<file path="src/rtl/uart_apb_poller.sv">
// APB master that configures the UART receiver's register slave, then polls it for
// received bytes and hands each one downstream over a valid/ready handshake.
module uart_apb_poller #(
    parameter logic [13:0] BIT_PERIOD = 14'd10,
    parameter logic [3:0]  DATA_SIZE  = 4'd8,
    parameter int          POLL_GAP   = 8
) (
    input  logic       clk,
    input  logic       rst,
    input  logic       enable,
    input  logic       cfg_start,
    output logic       psel,
    output logic       penable,
    output logic       pwrite,
    output logic [2:0] paddr,
    output logic [7:0] pwdata,
    input  logic [7:0] prdata,
    input  logic       pslverr,
    output logic [7:0] rx_byte,
    output logic [1:0] rx_err,
    output logic       rx_valid,
    input  logic       rx_ready,
    output logic       cfg_done,
    output logic       apb_err,
    output logic       busy
);

    localparam int CW = (POLL_GAP < 2) ? 1 : $clog2(POLL_GAP + 1);
    localparam logic [CW-1:0] GAP_LOAD = CW'(POLL_GAP);

    // state    | meaning
    // S_IDLE   | unconfigured or stopped after an APB error
    // S_GAP    | inter-poll wait; decides poll / cfg when the counter runs out
    // S_SETUP  | APB setup phase of transfer op_q
    // S_ACCESS | APB access phase of transfer op_q
    // S_PUSH   | byte offered downstream, waiting for rx_ready
    typedef enum logic [2:0] {S_IDLE, S_GAP, S_SETUP, S_ACCESS, S_PUSH} state_t;
    typedef enum logic [2:0] {OP_W2, OP_W3, OP_W4, OP_STAT, OP_ERR, OP_DATA} op_t;

    state_t         state_q, state_d;
    op_t            op_q, op_d;
    logic [CW-1:0]  cnt_q, cnt_d;
    logic           cfg_pend;
    logic           decide, end_seq, honor, set_done, err_hit;
    logic           cap_err, cap_data, set_valid, clr_valid;
    logic           xfer;

    always_ff @(posedge clk or posedge rst) begin
        if (rst) begin
            state_q  <= S_IDLE;
            op_q     <= OP_W2;
            cnt_q    <= '0;
            cfg_pend <= 1'b0;
            cfg_done <= 1'b0;
            apb_err  <= 1'b0;
            rx_valid <= 1'b0;
            rx_byte  <= 8'h00;
            rx_err   <= 2'b00;
        end else begin
            state_q <= state_d;
            op_q    <= op_d;
            cnt_q   <= cnt_d;
            if (honor)
                cfg_pend <= 1'b0;
            else if (cfg_start)
                cfg_pend <= 1'b1;
            if (err_hit)
                cfg_done <= 1'b0;
            else if (honor)
                cfg_done <= 1'b0;
            else if (set_done)
                cfg_done <= 1'b1;
            if (err_hit)
                apb_err <= 1'b1;
            else if (honor)
                apb_err <= 1'b0;
            if (set_valid)
                rx_valid <= 1'b1;
            else if (clr_valid)
                rx_valid <= 1'b0;
            if (cap_err)
                rx_err <= prdata[1:0];
            if (cap_data)
                rx_byte <= prdata;
        end
    end

    always_comb begin
        state_d   = state_q;
        op_d      = op_q;
        cnt_d     = cnt_q;
        decide    = 1'b0;
        end_seq   = 1'b0;
        honor     = 1'b0;
        set_done  = 1'b0;
        err_hit   = 1'b0;
        cap_err   = 1'b0;
        cap_data  = 1'b0;
        set_valid = 1'b0;
        clr_valid = 1'b0;
        case (state_q)
            S_IDLE: decide = 1'b1;
            S_GAP: begin
                if (cnt_q > CW'(1)) begin
                    cnt_d = cnt_q - CW'(1);
                end else begin
                    cnt_d  = '0;
                    decide = 1'b1;
                end
            end
            S_SETUP: state_d = S_ACCESS;
            S_ACCESS: begin
                if (pslverr) begin
                    err_hit = 1'b1;
                    state_d = S_IDLE;
                    cnt_d   = '0;
                end else begin
                    case (op_q)
                        OP_W2: begin
                            state_d = S_SETUP;
                            op_d    = OP_W3;
                        end
                        OP_W3: begin
                            state_d = S_SETUP;
                            op_d    = OP_W4;
                        end
                        OP_W4: begin
                            set_done = 1'b1;
                            state_d  = S_GAP;
                            cnt_d    = '0;
                        end
                        OP_STAT: begin
                            if (prdata[0]) begin
                                state_d = S_SETUP;
                                op_d    = OP_ERR;
                            end else begin
                                end_seq = 1'b1;
                            end
                        end
                        OP_ERR: begin
                            cap_err = 1'b1;
                            state_d = S_SETUP;
                            op_d    = OP_DATA;
                        end
                        OP_DATA: begin
                            cap_data  = 1'b1;
                            set_valid = 1'b1;
                            state_d   = S_PUSH;
                        end
                        default: state_d = S_IDLE;
                    endcase
                end
            end
            S_PUSH: begin
                if (rx_ready) begin
                    clr_valid = 1'b1;
                    end_seq   = 1'b1;
                end
            end
            default: state_d = S_IDLE;
        endcase

        // A zero gap makes the end of a sequence itself the decision point.
        if (end_seq) begin
            if (POLL_GAP == 0) begin
                decide = 1'b1;
            end else begin
                state_d = S_GAP;
                cnt_d   = GAP_LOAD;
            end
        end

        if (decide) begin
            cnt_d = '0;
            if (cfg_pend || cfg_start) begin
                honor   = 1'b1;
                state_d = S_SETUP;
                op_d    = OP_W2;
            end else if (cfg_done && enable) begin
                state_d = S_SETUP;
                op_d    = OP_STAT;
            end else begin
                state_d = (state_q == S_IDLE) ? S_IDLE : S_GAP;
            end
        end
    end

    always_comb begin
        xfer    = (state_q == S_SETUP) || (state_q == S_ACCESS);
        psel    = xfer;
        penable = (state_q == S_ACCESS);
        busy    = !((state_q == S_IDLE) || (state_q == S_GAP));
        paddr   = 3'd0;
        pwrite  = 1'b0;
        pwdata  = 8'h00;
        if (xfer) begin
            case (op_q)
                OP_W2: begin
                    paddr  = 3'd2;
                    pwrite = 1'b1;
                    pwdata = BIT_PERIOD[7:0];
                end
                OP_W3: begin
                    paddr  = 3'd3;
                    pwrite = 1'b1;
                    pwdata = {2'b00, BIT_PERIOD[13:8]};
                end
                OP_W4: begin
                    paddr  = 3'd4;
                    pwrite = 1'b1;
                    pwdata = {4'b0000, DATA_SIZE};
                end
                OP_STAT: paddr = 3'd0;
                OP_ERR:  paddr = 3'd1;
                OP_DATA: paddr = 3'd6;
                default: paddr = 3'd0;
            endcase
        end
    end

endmodule

</file>
<file path="config.mk">
export PLATFORM = sky130hd
export DESIGN_NAME = uart_apb_poller
export DESIGN_NICKNAME = d
export VERILOG_FILES = /design/src/rtl/uart_apb_poller.sv
export SDC_FILE = /design/constraint.sdc
export NUM_CORES = 1
export LEC_CHECK = 0
export CAP_MARGIN = 20
export CORE_MARGIN = 1
export CORE_UTILIZATION = 35
export CTS_CLUSTER_DIAMETER = 80
export DETAILED_ROUTE_END_ITERATION = 10
export PLACE_DENSITY = 0.65
export SYNTH_ARGS = -nofsm -noshare
export SYNTH_HDL_FRONTEND = slang
export SYNTH_SLANG_ARGS = --single-unit
</file>
<file path="constraint.sdc">
create_clock -name clk -period 1.96 [get_ports clk]
set_input_delay 0.49 -clock clk [delete_from_list [all_inputs] [get_ports clk]]
set_output_delay 0.49 -clock clk [all_outputs]
set_load 0.05 [all_outputs]
</file>
==> impl_results.md, run 1 <==
* Status: complete, but fails checks
* Failing checks: setup timing
* Syn. warnings at 0
* Pre-CTS WS at -0.229 ns
* CTS root buf: clkbuf_8
* Worst hold path depth at 1
* Clk pwr share at 11.2%
* Setup TNS at -0.0400 ns
* CTS tree: built
* Initial antenna violation count at 0
* Minimum clock period at 2.00 ns
* Nets at slightly above 200
* Pre-antenna DRT Iters at 4
* Largest net degree at the start of global routing at 25
* Filler cells at approximately 300
* WS Path Type: reg -> out
* Tcrit/Tclk final at 102%
* Routability cong. at 0.784
* Iter 0 DRT Violations at 34
* R2R depth at 5
* CTS Sinks at 24
* HP Class: reg -> reg
* Post-DR wirelength/cell at between 10 and 15 um
* Num CTS Buffers at 3
* Syn avg cell area at 9.89 um^2
* # diodes at 0
* Boundary pin count at between 40 and 50
* Die ar. at 0.00395 mm^2
* Die Wd at approximately 63 um
* # DRC at 0
* Worst skew pair latency at 0.27 ns
* Mapped cell area at approximately 0.0013 mm^2
* Post-route ant nets at 0
* Clock-pin slew on the worst setup and hold paths at about 0.08 ns
* Fin. max-slew vios at 0
* Pint at between 1500 and 2000 uW
* Hold Fails Final Rpt at 0
* Register area share after synthesis at 46.3%
* Worst Setup Start Kind: flip-flop
* Most frequent cells in the layout: buf_4 (35), dfrtp_1 (23), nor2_1 (13), clkdlybuf4s50_1 (13), mux2_2 (10)
* Cts hold-fix bufs at 0
* Worst-path fanout max at 4
* P_sw at between 1000 and 1500 uW
* Final WL at about 3 mm
* Die height at 62.9 um
* Vias in the first global route at between 1,000 and 1,500
* Port Buffers at 35
* CORE AREA at 0.00344 mm^2
* Layout cells sized above 1 at 40.0%
* Clk_skew at between 0.009 and 0.01 ns
* Wire length of the first global-routing pass at about 5.3 mm
* Gate power share at 64.5%
* Max Cap Viol at 0
* Switching Fraction at 45.5%
* CTS H-tree lvls at 1
* Commonest non-fill, non-tap cell in the layout: buf_4
* Layout Utilization at 58.1%
* Initial core utilization at a little under two fifths
* Crit path capture type: output port
* Peak supply drop at between 0.7 and 0.8 mV
* Detailed placement HPWL at approximately 2.3 mm
* Highest clock rate at 0.500 GHz
* # setup viols final at 1
* Synthesized instance count at between 100 and 150
* Critical Path AT at approximately 1.5 ns
* GR Util All Layers at between 10% and 20%
* PD cells at roughly 1500 mW/mm^2
* Power Total at between 3000 and 4000 uW
* Distinct cells, synth at 36
* LEAKAGE at ~0.00093 uW
* Grt ovf at 0
* Seq cells post-synth at 24
* Final setup margin at -0.0400 ns
* Setup repair after global routing missed its margin: true
* Sequential fraction of design power at between 20% and 30%
* CP Data Required Time at ~1.5 ns
* Avg Vias per Cell at around 5
* Layout area overhead at 54.3%
* Routed vias at around 1,200
* Clock Tree Buf Depth at 2
* FP Rows at 21
what timing repair did:
item / 4_1_cts / 5_1_grt
setup buffers: 4 / 1
endpoints found under the setup margin: 4 / 14
gates cloned: 0 / 0
pin swaps: 2 / 4
resized for setup: 5 / 4
final timing paths:
kind	startpoint	to	slack (ns)
setup / recovery	op_q[0]	paddr[2]	-0.04
hold / removal	rx_valid	rx_valid	0.51
setup reg to reg	op_q[0]	cnt_q[1]	0.06
hold reg to reg	rx_valid	rx_valid	0.51
max in group asynchronous	rst	state_q[1]	1.14
min in group asynchronous	rst	cnt_q[3]	0.55
stage by stage:
stage                     instance area, um^2  std cells  hold WS (ns)
after global routing                     2000        231         0.535
after global placement                   1850        222         0.476
after floorplan                          1350        136         0.490
after CTS                                1960        230         0.509
final                                    2000        231         0.507
after detailed placement                 1850        222         0.478
area by class of cell:
cell class / count / area, um^2 / area share [%]
inverter: 9 / 37.5 / 1.88
sequential: 24 / 602 / 30.1
multi-input combinational: 92 / 696 / 34.8
clock buffer: 4 / 55.1 / 2.75
tap: 46 / 57.6 / 2.88
timing repair buffer: 56 / 553 / 27.6
registers in the layout (all words and copies together) (netlist names):
register / flops
apb_err: 1
cfg_done: 1
op_q: 3
rx_byte: 8
rx_valid: 1
state_q: 3
cfg_pend: 1
cnt_q: 4
rx_err: 2
cells in the mapped netlist:
cell type	n	share of area, %
and3_1	1	0.48
inv_1	9	2.6
a21o_1	2	1.2
a211o_1	1	0.68
o31a_1	1	0.68
or3b_4	1	0.87
a31oi_1	3	1.4
dfrtp_1	24	46
clkbuf_1	4	1.2
conb_1	1	0.29
o31ai_1	3	1.7
nor3_1	8	3.1
or2b_1	1	0.58
o41ai_1	1	0.68
nor4_1	1	0.48
nor3_2	1	0.77
ha_1	2	1.9
a211oi_1	5	2.9
o21ai_0	3	1.2
nand4bb_1	2	1.7
nand2b_1	3	1.4
o32ai_1	1	0.68
a21oi_2	1	0.68
a41oi_1	1	0.68
a21oi_1	7	2.7
buf_6	1	0.87
buf_4	6	3.5
mux2_2	10	8.7
o21bai_1	1	0.58
or4_4	1	0.87
o21a_1	2	1.2
or3_1	1	0.48
nand3_1	1	0.39
nand2_1	6	1.7
nor4bb_1	1	0.77
nor2_1	14	4.1
power groups by stage:
stage                     clock network, uW  logic, uW  registers [uW]
after floorplan                           0       1110             743
after global placement                    0       1810             710
after detailed placement                  0       1830             717
after CTS                               350       1890             710
after global routing                    369       2050             744
final                                   337       1940             731
worst max-delay path, stage by stage (launching register included):
cell	delay, ns
dfrtp_1	0.42
or3b_4	0.41
o21a_1	0.13
nor2_2	0.14
buf_12	0.15
routing by layer:
layer	global-route usage [%]	part of all wire, %	wire (um)	up-vias
met3	2.01	3.4	105	5
li1	-	-	-	565
met5	0	0	0	-
met2	28.3	51	1570	31
met4	7.85	1.6	48	0
met1	20.8	44	1370	589
cell families (layout without fill, tap and decap cells):
| logic type | count (synthesis) | after routing | synth area share, % |
|---|---|---|---|
| multiplexers | 10 | 10 | 8.69 |
| other | 1 | 6 | 0.289 |
| flip-flops | 24 | 24 | 46.3 |
| adder cells (fa/ha/maj) | 2 | 2 | 1.93 |
| buffers and inverters | 20 | 69 | 8.11 |
| AND/OR/NAND/NOR | 42 | 42 | 17.8 |
| AO/OA/AOI/OAI | 32 | 32 | 16.9 |
Power figures use the tool's default switching activity.
==> inputs of run 2 (changes only) <==
--- a/config.mk
+++ b/config.mk
@@ -6,7 +6,7 @@
 export NUM_CORES = 1
 export LEC_CHECK = 0
 export CAP_MARGIN = 20
-export CORE_MARGIN = 1
+export CORE_MARGIN = 4
 export CORE_UTILIZATION = 35
 export CTS_CLUSTER_DIAMETER = 80
 export DETAILED_ROUTE_END_ITERATION = 10
==> impl_results.md, run 2 (same netlist as run 1, synthesis figures left out) <==
* Layout cells sized above 1 at 40.0% (unchanged)
* Layout area overhead at 55.3%
* Clk_skew at 0.00362 ns (-0.00545 ns)
* Post-DR wirelength/cell at 14.0 um (+4.4%)
* Fin. max-slew vios at 0 (unchanged)
* Die ar. at 0.00474 mm^2 (+20%)
* HP Class: reg -> reg
* Wire length of the first global-routing pass at 5.49 mm (+3.1%)
* Final setup margin at -0.0417 ns (-0.00175 ns)
* Failing checks: setup timing
* Largest net degree at the start of global routing at 25 (unchanged)
* Minimum clock period at 2.00 ns (+0.00175 ns)
* Final WL at 3.23 mm (+4.4%)
* CP Data Required Time at 1.47 ns (about the same)
* PD cells at 1550 mW/mm^2 (+2.9%)
* Metal2 WL at 1.67 mm (+6.3%)
* Nets at 202 (unchanged)
* CORE AREA at 0.00344 mm^2 (unchanged)
* Max reg flops at 8 (unchanged)
* CTS H-tree lvls at 1 (unchanged)
* # diodes at 0 (unchanged)
* CTS root buf: clkbuf_8
* Hold Fails Final Rpt at 0 (unchanged)
* Peak supply drop at 0.561 mV (-22%)
* Avg Vias per Cell at 5.06 (-1.7%)
* Vias in the first global route at 1,257 (+4.1%)
* WS Path Type: reg -> out
* Initial core utilization at 37.7% (unchanged)
* Hold WS at 0.490 ns (-0.0177 ns)
* LEAKAGE at 0.000940 uW (+1.1%)
* Status: complete, but fails checks
* CTS tree: built
* Layout Utilization at 58.5% (+0.36 points)
* Post-route ant nets at 0 (unchanged)
* FP Rows at 21 (unchanged)
* Detailed placement HPWL at 2.49 mm (+7.0%)
* Most frequent cells in the layout: buf_4 (33), dfrtp_1 (23), nor2_1 (13), clkdlybuf4s50_1 (13), mux2_2 (10)
* Worst-path fanout max at 5 (+1)
* # DRC at 0 (unchanged)
* Tcrit/Tclk final at 102% (about the same)
* M1 wire length at 1.42 mm (+3.7%)
* Clock Tree Buf Depth at 2 (unchanged)
* Critical Path AT at 1.51 ns (about the same)
* Commonest non-fill, non-tap cell in the layout: buf_4
* Crit path capture type: output port
* DR top layer: met4
* Worst Setup Start Kind: flip-flop
* Highest clock rate at 0.500 GHz (about the same)
* Routability cong. at 0.807 (+2.9%)
* Iter 0 DRT Violations at 23 (-32%)
* Clock-pin slew on the worst setup and hold paths at 0.09 ns (about the same)
* Die Wd at 68.9 um (+9.5%)
* CTS Sinks at 24 (unchanged)
* Top flop regs: rx_byte: 8 flops, cnt_q: 4 flops
* Max Cap Viol at 0 (unchanged)
* Routed vias at 1,170 (-1.7%)
* Met3 WL at 105 um (unchanged)
* Boundary pin count at 42 (unchanged)
* Cts hold-fix bufs at 0 (unchanged)
* Die height at 68.9 um (+9.5%)
* Worst skew pair latency at 0.27 ns (about the same)
* Setup repair after global routing missed its margin: true
* Largest register by flop count: rx_byte
* Grt ovf at 0 (unchanged)
* Port Buffers at 35 (unchanged)
* # setup viols final at 2 (+1)
* Initial antenna violation count at 0 (unchanged)
* Pre-antenna DRT Iters at 4 (unchanged)
* Num CTS Buffers at 3 (unchanged)
* GR Util All Layers at 15.3% (-1.3 points)
[run 2: stage by stage]
stage	setup TNS (ns)	instance area [um^2]	instances	power (uW)	worst slack, ns
after floorplan	-0.653	1350	136	1860	-0.199
after global placement	-2.34	1860	223	2530	-0.189
after detailed placement	-2.68	1860	223	2570	-0.212
after CTS	-0.0902	1960	227	3050	-0.0478
after global routing	-0.216	2010	231	3300	-0.102
final	-0.0775	2010	231	3110	-0.0417
[run 2: what timing repair did]
item	4_1_cts	5_1_grt
buffers inserted	0	4
pin swaps	1	1
gates resized for setup	6	3
setup endpoints to repair	5	7
hold endpoints to repair	0	0
[run 2: final timing paths]
check                              start    endpoint  slack (ns)  cells after the start
worst min-delay path            rx_valid    rx_valid        0.49                      1
worst max register to register   op_q[0]    cnt_q[1]        0.10                      4
min in group asynchronous            rst     apb_err        0.56                      3
worst min register to register  rx_valid    rx_valid        0.49                      1
worst max-delay path             op_q[0]    paddr[2]       -0.04                      4
max in group asynchronous            rst  state_q[1]        1.15                      3
[run 2: where the power goes]
part           internal, uW  switching (uW)
logic                   879            1090
registers               597             112
clock network           273             160
[run 2: critical path, cell delays in order (launching register included)]
cell and delay, ns:
dfrtp_1 0.43, or3b_4 0.41, o21a_1 0.13, nor2_2 0.12, buf_12 0.15
[run 2: routing by layer]
layer,track usage (%),vias to the layer above
met5,0,-
met4,4.38,0
met3,2.27,4
met2,27.3,28
met1,19.2,577
li1,-,561
[run 2: area by class of cell]
class | instances | area, um^2
Timing Repair Buffer | 56 | 569
Tap cell | 46 | 57.6
Clock inverter | 1 | 30.0
Clock buffer | 3 | 41.3
Multi-Input combinational cell | 92 | 676
Fill cell | 296 | 1430
Inverter | 9 | 37.5
Sequential cell | 24 | 602
==> inputs of run 3 (changes only) <==
--- a/config.mk
+++ b/config.mk
@@ -5,12 +5,13 @@
 export SDC_FILE = /design/constraint.sdc
 export NUM_CORES = 1
 export LEC_CHECK = 0
+export ABC_AREA = 1
 export CAP_MARGIN = 20
 export CORE_MARGIN = 4
 export CORE_UTILIZATION = 35
 export CTS_CLUSTER_DIAMETER = 80
 export DETAILED_ROUTE_END_ITERATION = 10
-export PLACE_DENSITY = 0.65
+export PLACE_DENSITY = 0.64
 export SYNTH_ARGS = -nofsm -noshare
 export SYNTH_HDL_FRONTEND = slang
 export SYNTH_SLANG_ARGS = --single-unit
==> impl_results.md, run 3 <==
* Post-route ant nets at 0 (unchanged)
* Max reg flops at 8 (unchanged)
* Crit path max-delay family: simple AND/OR/NAND/NOR gates
* GR Util All Layers at 13.3% (-2.1 points)
* Tcrit/Tclk final at 102% (+0.11 points)
* Switching Fraction at 47.5% (+3.7 points)
* Final setup margin at -0.0439 ns (-0.00217 ns)
* Power Total at 2890 uW (-7.1%)
* Final WL at 3.22 mm (-0.34%)
* Top_reg_cell synth: dfrtp_1
* Die height at 71.4 um (+3.7%)
* Pint at 1520 uW (-13%)
* Largest net degree at the start of global routing at 25 (unchanged)
* Detailed placement HPWL at 2.50 mm (+0.22%)
* Worst skew pair latency at 0.27 ns (about the same)
* CTS Sinks at 24 (unchanged)
* Clock-pin slew on the worst setup and hold paths at 0.09 ns (about the same)
* Gate power share at 64.3% (+1.0 points)
* Worst hold path depth at 2 (+1)
* Peak supply drop at 0.651 mV (+16%)
* Top flop regs: rx_byte: 8 flops, cnt_q: 4 flops
* Hold Fails Final Rpt at 0 (unchanged)
* FP Rows at 22 (+4.8%)
* WS Path Type: reg -> out
* Post-DR wirelength/cell at 11.5 um (-18%)
* Wire length of the first global-routing pass at 5.60 mm (+2.0%)
* CTS H-tree lvls at 1 (unchanged)
* Commonest non-fill, non-tap cell in the layout: nand2_1
* Grt ovf at 0 (unchanged)
* Critical path buffer and inverter count at 2 (+1)
* EDFF count, synth at 0 (unchanged)
* CP Data Required Time at 1.47 ns (about the same)
* Initial antenna violation count at 0 (unchanged)
* Boundary pin count at 42 (unchanged)
* Worst r2r src: cnt_q[0]
* Num CTS Buffers at 3 (unchanged)
* Cts hold-fix bufs at 0 (unchanged)
* Top cells by area, synth: dfrtp_1 (43%), nand2_1 (12%), inv_1 (6.7%), nor2_1 (5.6%), nand3_1 (4.3%)
* Clk pwr share at 11.6% (-2.3 points)
* # DRC at 0 (unchanged)
* Clk_skew at 0.00667 ns (+0.00305 ns)
* Reg2reg end: cfg_done
* Seq cells post-synth at 24 (unchanged)
* Crit path max-delay cell type: dfrtp_2
* Layout cells sized above 1 at 28.9% (-11 points)
* Post-synthesis async set-or-reset flop share at 100% (unchanged)
* Worst Setup Start Kind: flip-flop
* Clock Tree Buf Depth at 2 (unchanged)
* Initial core utilization at 37.3% (-0.33 points)
* Filler cells at 358 (+21%)
* Routability cong. at 0.771 (-4.4%)
* Max Cap Viol at 0 (unchanged)
* Synthesized instance count at 188 (+44%)
* Avg Vias per Cell at 4.54 (-10%)
* Critical Path AT at 1.51 ns (about the same)
* R2R depth at 9 (+5)
* Syn. warnings at 0 (unchanged)
* Port Buffers at 35 (unchanged)
* Nets at 249 (+23%)
* Hold WS at 0.477 ns (-0.0131 ns)
* CTS root buf: clkbuf_8
* Most frequent cells in the layout: nand2_1 (45), inv_1 (23), buf_4 (23), dfrtp_1 (21), nor2_1 (17)
* Hold EP: rx_byte[6]
* CORE AREA at 0.00377 mm^2 (+9.6%)
* Failing checks: setup timing
* Layout Utilization at 53.0% (-5.5 points)
* LEAKAGE at 0.00104 uW (+11%)
* Setup repair after global routing missed its margin: true
* Layout area overhead at 41.9%
* Highest clock rate at 0.499 GHz (-0.11%)
* CP max stage delay at 0.43 ns (about the same)
* Mapped cell area at 0.00141 mm^2 (+8.6%)
* Worst-path fanout max at 5 (unchanged)
* Status: complete, but fails checks
* Die Wd at 71.4 um (+3.7%)
* Die ar. at 0.00510 mm^2 (+7.6%)
* Register area share after synthesis at 42.7% (-3.7 points)
* HP Class: reg -> reg
* Critical-path cell list: nor2_4 > inv_2 > or2_4 > nor3_4 > buf_12
* # setup viols final at 1 (-1)
* PD cells at 1450 mW/mm^2 (-6.4%)
* Most common cell in the synthesized netlist: nand2_1
* Hold Crit Start: rx_byte[6]
* Commonest cells post-synth: nand2_1 (46), inv_1 (25), dfrtp_1 (24), nor2_1 (21), nand3_1 (12)
* Fin. max-slew vios at 0 (unchanged)
* CTS tree: built
* Minimum clock period at 2.00 ns (+0.00217 ns)
* Sequential fraction of design power at 24.0% (+1.2 points)
* Iter 0 DRT Violations at 51 (+120%)
* Reg2reg setup slack at 0.35 ns (+0.25 ns)
* Routed vias at 1,272 (+8.7%)
* Distinct cells, synth at 28 (-22%)
* Top-area cell type share of the netlist area at 42.7% (-3.7 points)
* Leading area contributor after synthesis: dfrtp_1
* Largest register by flop count: rx_byte
* Syn avg cell area at 7.49 um^2 (-24%)
* P_sw at 1370 uW (+0.70%)
* Crit path capture type: output port
* # diodes at 0 (unchanged)
* Pre-antenna DRT Iters at 4 (unchanged)
* Vias in the first global route at 1,274 (+1.4%)
==> run 3: what timing repair did <==
| action | in CTS | in global routing |
|---|---|---|
| setup buffers | 3 | 2 |
| resized for setup | 1 | 5 |
| pin swaps | 2 | 0 |
| setup endpoints to repair | 5 | 5 |
| endpoints found under the hold margin | 0 | 0 |
==> run 3: layout make-up <==
type,count,area (um^2),area share [%]
inverter,27,103,5.14
timing repair buffer,44,463,23.2
multi-input combinational,133,712,35.7
sequential,24,604,30.3
clock buffer,4,55.1,2.76
tap,48,60.1,3.01
==> run 3: power groups by stage <==
stage | logic [uW] | clock network (uW) | registers (uW)
3_5_place_dp | 1800 | 0 | 697
5_1_grt | 2010 | 373 | 711
6_report | 1860 | 337 | 695
4_1_cts | 1840 | 350 | 685
3_3_place_gp | 1790 | 0 | 694
2_1_floorplan | 1140 | 0 | 711
==> run 3: cells by family (layout without fill, tap and decap cells) <==
logic type / count (synthesis) / in the layout / synth area share (%)
compound gates: 20 / 20 / 8.36
xor+xnor: 1 / 1 / 0.622
fa+ha+maj: 2 / 2 / 1.78
buf+inv: 36 / 75 / 12.4
flops: 24 / 24 / 42.7
other cells: 1 / 6 / 0.266
simple gates: 104 / 104 / 33.9
==> run 3: per-stage QoR <==
step	setup WS [ns]	std cells	area, um^2	setup TNS, ns
after floorplan	-0.153	193	1480	-0.251
after global placement	0.130	271	1890	0
after detailed placement	0.123	271	1890	0
after CTS	-0.0500	278	1970	-0.0500
after global routing	-0.0987	280	2000	-0.150
final	-0.0439	280	2000	-0.0439
==> run 3: per-layer routing <==
| metal | track usage [%] | vias up | wire length (um) |
|---|---|---|---|
| met2 | 20.4 | 29 | 1400 |
| li1 | - | 672 | - |
| met4 | 3.55 | 0 | 31 |
| met5 | 0 | - | 0 |
| met1 | 18.7 | 566 | 1640 |
| met3 | 3.09 | 5 | 138 |
==> run 3: worst max-delay path by stage <==
stage | start | end | slack, ns | depth (start not counted)
after floorplan | state_q[2] | paddr[0] | -0.15 | 4
after global placement | prdata[0] | state_q[0] | 0.13 | 8
after detailed placement | prdata[0] | state_q[0] | 0.12 | 8
after CTS | state_q[2] | paddr[0] | -0.05 | 5
after global routing | state_q[2] | paddr[0] | -0.1 | 5
final | state_q[2] | paddr[0] | -0.04 | 5
==> run 3: worst reg2reg max path, delay by kind of cell (launching register included) <==
kind | cells | cell delay [ns]
and+or+nand+nor | 4 | 0.42
DFF | 1 | 0.39
AOI/OAI and AO/OA | 2 | 0.31
adders and majority gates | 1 | 0.23
buffers and inverters | 2 | 0.18
